File: src/rtl/regfile_pkg.sv
// Shared defaults, register-id type and id validation for the register file / scoreboard.
// Optional same-cycle bypass is enabled with the REGFILE_BYPASS_EN macro.
package regfile_pkg;

    localparam int REGS_DEFAULT  = 32;
    localparam int WIDTH_DEFAULT = 32;

    typedef logic [$clog2(REGS_DEFAULT)-1:0] reg_id_t;

    // Register 0 is hardwired to zero and ids at or above REGS are ignored,
    // so neither may write, issue, read data or raise a hazard.
    function automatic logic id_valid(input logic [31:0] id, input int unsigned regs);
        return (id != 32'd0) && (id < regs);
    endfunction

endpackage

File: src/rtl/regfile_busy_table.sv
// Busy-bit vector for in-flight producers: issue sets, write-back clears,
// a set in the same cycle as a clear wins. Also keeps a registered popcount.
module busy_table
    import regfile_pkg::*;
#(
    parameter  int REGS = REGS_DEFAULT,
    localparam int IW   = $clog2(REGS),
    localparam int CW   = $clog2(REGS) + 1
) (
    input  logic            clk,
    input  logic            reset,
    input  logic            set_en_i,
    input  logic [IW-1:0]   set_idx_i,
    input  logic            clr_en_i,
    input  logic [IW-1:0]   clr_idx_i,
    output logic [REGS-1:0] busy_o,
    output logic [CW-1:0]   count_o
);

    logic [REGS-1:0] busy_q, busy_d;
    logic [CW-1:0]   count_q, count_d;

    // NOTE: every combinational output gets a default before any condition, so no latch is inferred.
    always_comb begin
        busy_d = busy_q;
        if (clr_en_i) busy_d[clr_idx_i] = 1'b0;
        if (set_en_i) busy_d[set_idx_i] = 1'b1;

        count_d = '0;
        for (int i = 0; i < REGS; i++) begin
            count_d = count_d + CW'(busy_d[i]);
        end
    end

    // NOTE: sequential state uses non-blocking assignments so all registers update together.
    always_ff @(posedge clk or posedge reset) begin
        if (reset) begin
            busy_q  <= '0;
            count_q <= '0;
        end else begin
            busy_q  <= busy_d;
            count_q <= count_d;
        end
    end

    assign busy_o  = busy_q;
    assign count_o = count_q;

endmodule

File: src/rtl/regfile_scoreboard.sv
// Architectural register file with two registered read ports and a pending-write
// scoreboard for RAW stalls. Define REGFILE_BYPASS_EN for same-cycle write-to-read forwarding.
module regfile_scoreboard
    import regfile_pkg::*;
#(
    parameter  int REGS  = REGS_DEFAULT,
    parameter  int WIDTH = WIDTH_DEFAULT,
    localparam int IW    = $clog2(REGS),
    localparam int CW    = $clog2(REGS) + 1
) (
    input  logic             clk,
    input  logic             reset,
    input  logic [WIDTH-1:0] regs_data_in,
    input  logic [31:0]      regs_wr_id_in,
    input  logic             regs_write_in,
    input  logic [31:0]      rs1_id_in,
    input  logic [31:0]      rs2_id_in,
    output logic [WIDTH-1:0] rs1_data_out,
    output logic [WIDTH-1:0] rs2_data_out,
    input  logic             issue_valid_in,
    input  logic [31:0]      issue_rd_in,
    output logic             hazard_out,
    output logic [CW-1:0]    pending_count_out
);

    logic            wr_ok, iss_ok, rs1_ok, rs2_ok;
    logic [IW-1:0]   wr_idx, iss_idx, rs1_idx, rs2_idx;
    logic [REGS-1:0] busy;
    logic [WIDTH-1:0] mem_q [REGS];
    logic [WIDTH-1:0] rs1_data_q, rs1_data_d, rs2_data_q, rs2_data_d;
    logic            rs1_haz, rs2_haz;

    assign wr_ok   = regs_write_in  && id_valid(regs_wr_id_in, unsigned'(REGS));
    assign iss_ok  = issue_valid_in && id_valid(issue_rd_in, unsigned'(REGS));
    assign rs1_ok  = id_valid(rs1_id_in, unsigned'(REGS));
    assign rs2_ok  = id_valid(rs2_id_in, unsigned'(REGS));
    assign wr_idx  = regs_wr_id_in[IW-1:0];
    assign iss_idx = issue_rd_in[IW-1:0];
    assign rs1_idx = rs1_id_in[IW-1:0];
    assign rs2_idx = rs2_id_in[IW-1:0];

    busy_table #(.REGS(REGS)) u_busy (
        .clk       (clk),
        .reset     (reset),
        .set_en_i  (iss_ok),
        .set_idx_i (iss_idx),
        .clr_en_i  (wr_ok),
        .clr_idx_i (wr_idx),
        .busy_o    (busy),
        .count_o   (pending_count_out)
    );

    // NOTE: the array is cleared on reset because reset must leave every register reading zero;
    // this costs a reset net on every bit and rules out mapping to a plain RAM macro.
    always_ff @(posedge clk or posedge reset) begin
        if (reset) begin
            for (int i = 0; i < REGS; i++) mem_q[i] <= '0;
        end else if (wr_ok) begin
            mem_q[wr_idx] <= regs_data_in;
        end
    end

    always_comb begin
        rs1_data_d = '0;
        rs2_data_d = '0;
        if (rs1_ok) rs1_data_d = mem_q[rs1_idx];
        if (rs2_ok) rs2_data_d = mem_q[rs2_idx];
`ifdef REGFILE_BYPASS_EN
        if (rs1_ok && wr_ok && (wr_idx == rs1_idx)) rs1_data_d = regs_data_in;
        if (rs2_ok && wr_ok && (wr_idx == rs2_idx)) rs2_data_d = regs_data_in;
`endif
    end

    always_ff @(posedge clk or posedge reset) begin
        if (reset) begin
            rs1_data_q <= '0;
            rs2_data_q <= '0;
        end else begin
            rs1_data_q <= rs1_data_d;
            rs2_data_q <= rs2_data_d;
        end
    end

    assign rs1_data_out = rs1_data_q;
    assign rs2_data_out = rs2_data_q;

`ifdef REGFILE_BYPASS_EN
    // A write-back retiring the producer hides the hazard now, unless a new producer issues to it.
    logic wb_retire;
    assign wb_retire = wr_ok && !(iss_ok && (iss_idx == wr_idx));
    assign rs1_haz   = rs1_ok && busy[rs1_idx] && !(wb_retire && (wr_idx == rs1_idx));
    assign rs2_haz   = rs2_ok && busy[rs2_idx] && !(wb_retire && (wr_idx == rs2_idx));
`else
    assign rs1_haz   = rs1_ok && busy[rs1_idx];
    assign rs2_haz   = rs2_ok && busy[rs2_idx];
`endif

    assign hazard_out = rs1_haz || rs2_haz;

endmodule

File: config.mk
export PLATFORM = sky130hd
export DESIGN_NAME = regfile_scoreboard
export DESIGN_NICKNAME = d
export VERILOG_FILES = /design/src/rtl/regfile_pkg.sv /design/src/rtl/regfile_busy_table.sv /design/src/rtl/regfile_scoreboard.sv
export SDC_FILE = /design/constraint.sdc
export NUM_CORES = 2
export LEC_CHECK = 0
export ABC_AREA = 1
export CORE_MARGIN = 2
export CORE_UTILIZATION = 35
export CTS_CLUSTER_DIAMETER = 50
export CTS_CLUSTER_SIZE = 30
export DETAILED_ROUTE_END_ITERATION = 12
export DONT_BUFFER_PORTS = 1
export PLACE_DENSITY = 0.51
export SLEW_MARGIN = 30
export SYNTH_ARGS = -nofsm -noshare
export SYNTH_HDL_FRONTEND = slang
export SYNTH_SLANG_ARGS = --single-unit
File: constraint.sdc
create_clock -name clk -period 37.5 [get_ports clk]
set_input_delay 7.5 -clock clk [delete_from_list [all_inputs] [get_ports clk]]
set_output_delay 7.5 -clock clk [all_outputs]
set_load 0.01 [all_outputs]
# Yosys cells after proc, flatten, opt, wreduce, memory -nomap -nowiden
# Index checks and enable logic that the tools add are counted.
[totals]
ff_bits = 1126
in_bits = 164
output_inout_bits = 71
elab_cells = 124
[op_classes]
add_sub_neg = 31
magnitude_cmp = 14
n_mux = 21
bitwise_logic = 6
n_reduce_logical = 16
[op_table]
columns = ["cell", "n"]
rows = [
  ["1024-bit bitwise mux", 1],
  ["32-bit binary-select mux with 5-bit select", 2],
  ["32-bit 2-to-1 mux", 9],
  ["6-bit by 1-bit adder with 6-bit output", 30],
  ["32-bit demux with 5-bit select", 1],
  ["32-bit by 6-bit < comparator with 1-bit output (second input constant)", 4],
  ["32-bit nonzero test", 4],
  ["32-bit bitwise AND", 1],
  ["32-bit inverter", 1],
  ["32-bit OR", 1],
  ["5-bit by 6-bit < comparator with 1-bit output (second input constant)", 4],
  ["6-bit greater-or-equal comparator (second input constant)", 3],
  ["5-bit inverter with 6-bit output", 3],
  ["1-bit logical AND", 11],
  ["1-bit binary-select mux with 5-bit select", 2],
  ["1-bit demux with 5-bit select", 2],
  ["5-bit by 1-bit greater-or-equal comparator with 1-bit output (second input constant)", 2],
  ["6-bit by 1-bit < comparator with 1-bit output (second input constant)", 1],
  ["1-bit 2-to-1 mux", 4],
  ["1-bit by 1-bit adder with 2-bit output", 1],
  ["1-bit logical OR", 1],
]

# Logic depth before layout (Yosys ltp)
[logic_depth]
ltp_word = 40
mapped_depth = 29
mapped_depth_nobuf = 29

# Modules after synthesis
# A second synthesis with hierarchy kept.
[hier_totals]
hier_cells = 9674
area_unflattened_um2 = 65791.8
[by_module_without_submodules]
columns = ["module", "n_inst", "cells_per_inst", "area_each_um2", "seq_area_each_um2"]
rows = [
  ["regfile_scoreboard", 1, 9337, 63143.1, 27226.1],
  ["busy_table", 1, 337, 2648.8, 950.9],
]

# Worst setup path after synthesis
# OpenSTA, ideal clock, no wires.
[synth_path]
path_type = "in2out"
start = "input port rs1_id_in[0]"
end = "output port hazard_out"
arrival_ns = 8.834
t_required_ns = 30.000
setup_slack_ns = 21.166
cell_stages = 9
n_path_buf = 3
path_cell_list = "clkbuf_1 inv_2 clkbuf_1 nand3_1 nand4_1 nor2_1 clkbuf_1 nand2_1 nand2_1"
[synth_via]
elab_chain_cells = 4
elab_cells_between_ends = 7
classes_between = "order compare: 1; mux: 2; reduce/logical: 4"
[synth_rtl]
columns = ["element", "line", "rtl"]
rows = [
  ["start: declaration", "regfile_scoreboard.sv:16", "input logic [31:0] rs1_id_in,"],
  ["32-bit by 6-bit < comparator with 1-bit output (tied with other cells)", "regfile_pkg.sv:13", "return (id != 32'd0) && (id < regs);"],
  ["1-bit logical AND / 1-bit 2-to-1 mux (equally long branches)", "regfile_pkg.sv:13, regfile_scoreboard.sv:94", ""],
  ["1-bit logical AND *", "regfile_scoreboard.sv:94", "assign rs1_haz = rs1_ok && busy[rs1_idx];"],
  ["1-bit logical OR *", "regfile_scoreboard.sv:98", "assign hazard_out = rs1_haz || rs2_haz;"],
  ["end: declaration", "regfile_scoreboard.sv:22", "output logic hazard_out,"],
]
# Mark *: on every way between the ends. The rest lies on a longest branch, timed or not. The select of a mux whose other input is x is not followed.

# Worst setup path after layout
[layout_path]
start = "input port rs2_id_in[0]"
end = "output port hazard_out"
[layout_via]
elab_chain_cells = 4
elab_cells_between_ends = 7
classes_between = "order compare: 1; mux: 2; reduce/logical: 4"
[layout_rtl]
columns = ["element", "line", "rtl"]
rows = [
  ["start: declaration", "regfile_scoreboard.sv:17", "input logic [31:0] rs2_id_in,"],
  ["32-bit by 6-bit < comparator with 1-bit output (tied with other cells)", "regfile_pkg.sv:13", ""],
  ["1-bit logical AND / 1-bit 2-to-1 mux (equally long branches)", "regfile_pkg.sv:13, regfile_scoreboard.sv:95", ""],
  ["1-bit logical AND *", "regfile_scoreboard.sv:95", "assign rs2_haz = rs2_ok && busy[rs2_idx];"],
  ["1-bit logical OR *", "regfile_scoreboard.sv:98", ""],
]
# Marks and branches as above.

==> results.txt <==
element type at the critical path end -> primary output
Arr. time, crit path -> 11,520 ps
post-route ant nets -> 0
CTS Hold Buffers Added -> 0
Setup-failing EPs final -> 0
Cell Count, Final, Fillers Out -> 11,702
relative max-transition margin -> -0.177
layout cells sized above 1 -> 0.0512
Clock transition at path regs -> 50 ps
Syn Inst Count -> 9,684
Synth Register Bits -> 1,126
Avg WL per Cell -> 26.3 µm
CP Buf/Inv Count -> 4
DRT Wirelength -> 308 mm
Fill cells -> 19,336
H-tree depth -> 4
Total Routing Usage GR -> 0.316
switching share of power -> 0.262
Worst-Margin Slew -> 1770 ps
final period utilization -> 0.507
largest net degree at the start of global routing -> 619
Critical Path Fanout Max -> 618
Clock Power Share -> 0.532
total gr overflow -> 0
Crit Path Category -> in2out
first-pass GRT wire length -> 452 mm
minimum clock period -> 19,020 ps
Via density -> 5.84
crit-path cells -> inv_8, buf_12, buf_16, nand3_1, nand4_1, nor2_4, buf_4, nand2_1, nand2_1
number of clock sinks -> 1,126
RSZ-0062 raised after global routing -> no
Vias -> 68,362
most frequent cells in the layout -> nand2_1, nand3_1, dfrtp_1, a21oi_1, o21ai_0
Worst Hold Class -> reg2reg
clock tree buffer depth -> 3
Slew Limit Fails -> 98
most common cell after layout, fill and taps aside -> nand2_1
syn_nets -> 9,880
DP Cell Count -> 11,409
1st-iter DRT viols -> 9,391
achievable clock frequency -> 0.0526 GHz
# port buffers -> 0
Clk Latency, worst-skew pair -> 840 ps
Comb pwr share -> 0.064
Rows -> 158
crit path launch type -> input pin
Final Hold Viols -> 0
vias in the first global route -> 65,332
status -> complete, but fails checks
post-DP HPWL -> 160 mm
area delta synth->final -> 10.2%
# DRC -> 0
initial antenna violation count -> 7
Yosys cell types -> 26
setup ws final -> 18,480 ps
die height -> 436 µm
RePlAce Congestion -> 0.892
Worst IR Drop VDD -> 0.0000381 V
synth warn -> 0
CTS root buffer -> clkbuf_16
failing checks -> max-slew violations
Worst EP required -> 30,000 ps
most used cell, CP -> nand2_1
power per cell area -> 41.8 nW/µm²
Worst path max stage delay -> 1200 ps
metal2 WL -> 133 mm
final setup TNS -> 0 ps
Psw -> 0.000786 W
met3 WL post-DR -> 30.2 mm
CP top delay family -> buffers and inverters
Top Layer Used -> met5
dpl ws -> 19,510 ps
Leak -> 34.5 nW
max_cap viols -> 0
skew final -> 33.4 ps
sequential share of power -> 0.404
CORE AREA -> 185,000 µm²
Die Footprint -> 190,000 µm²
syn_area_per_cell -> 6.73 µm²
total setup buffers inserted after CTS -> 0
Syn Std Cell Area -> 65,200 µm²
cts repair resizes -> 0
Initial Util -> 0.352
NumNets Final -> 9,284
Ports -> 235
Die X-Extent -> 436 µm
TritonRoute pass-1 iters -> 8
CTS tree -> yes
CTS buffer count -> 151
M1 WL -> 128 mm
P_int -> 0.00222 W
Crit-path slowest cell -> inv_8
register area share after synthesis -> 0.432
[power groups by stage]
stage / Combinational, W / Sequential [W] / Clock (W)
CTS: 0.000187 / 0.00122 / 0.00162
floorplan: 0.000159 / 0.00124 / 0
global placement: 0.000186 / 0.00124 / 0
detailed placement: 0.000187 / 0.00124 / 0
global route: 0.000206 / 0.00121 / 0.00167
finish: 0.000191 / 0.00122 / 0.00160
[final timing paths]
kind	start	to	slack [ps]	cells after the start
max	rs2_id_in[0]	hazard_out	18480	9
min	mem_q[1015]	mem_q[1015]	400	0
max reg2reg	u_busy.busy_o[1]	u_busy.count_o[4]	32160	16
min reg2reg	mem_q[1015]	mem_q[1015]	400	0
max in group asynchronous	reset	rs2_data_out[14]	26640	6
min in group asynchronous	reset	u_busy.busy_o[27]	6690	1
[sequential cells by signal, indices dropped and copies added, names as in the netlist]
| name | flops |
|---|---|
| mem_q | 1024 |
| rs2_data_out | 32 |
| u_busy.busy_o | 32 |
| rs1_data_out | 32 |
| u_busy.count_o | 6 |
[worst reg2reg max path: stages (launching register included)]
cell and delay (ps):
dfrtp_1 440, nand2_1 90, nand2_1 80, ha_1 290
inv_1 50, fa_1 450, fa_1 490, inv_1 50
fa_1 530, fa_1 450, fa_1 510, fa_1 520
inv_1 50, fa_1 440, fa_1 470, o21ai_0 210
xor2_1 160
[kinds of logic (layout without fill, tap and decap cells)]
kind of cell             count (synthesis)  in the layout  share of synthesized area
buffers and inverters                 1086            619                     0.0658
AO/OA/AOI/OAI                          491            491                     0.0383
other                                    0              5                          0
flip-flops                            1126           1126                      0.432
XOR/XNOR                                 3              3                   0.000403
AND/OR/NAND/NOR                       6946           6946                      0.454
adder cells (fa/ha/maj)                 32             32                    0.00891
[synthesized netlist by cell type, drive strengths merged]
library cell  number  share of area
nand3           2661           0.20
buf              239          0.017
dfrtp           1126           0.43
nor2             197          0.011
clkbuf           655          0.038
nand3b             1        0.00012
a21oi            269          0.021
nor3              14         0.0014
xnor2              1        0.00013
nor4               9        0.00096
o21ai            206          0.016
ha                 8         0.0015
nand4             58         0.0056
inv              190          0.011
xor2               2        0.00027
fa                24         0.0074
nand2           4006           0.23
o211ai            16         0.0018
clkinv             2        0.00012
[stage by stage]
step	power [W]	instance area [µm²]	hold slack, ps	util
global placement	0.00142	66100	381	0.357
finish	0.00301	71800	397	0.388
detailed placement	0.00142	66200	388	0.357
global route	0.00309	71800	413	0.388
floorplan	0.00140	65200	440	-
CTS	0.00302	71600	400	0.387
[cell type report]
cell class | instances | area (µm²) | share of cell area
tap | 2480 | 3100 | 0.0432
clock buffer | 184 | 4090 | 0.0570
multi-input combinational | 7472 | 33000 | 0.459
timing repair buffer | 145 | 1300 | 0.0180
clock inverter | 98 | 1380 | 0.0192
inverter | 192 | 772 | 0.0107
antenna | 5 | 12.5 | 0.000174
sequential | 1126 | 28200 | 0.392
[layer usage]
metal	up-vias	global-route usage
li1	30394	-
met5	-	0
met4	8	0.159
met3	802	0.0645
met2	3959	0.472
met1	33199	0.432
(Power assumes the default switching activity.)
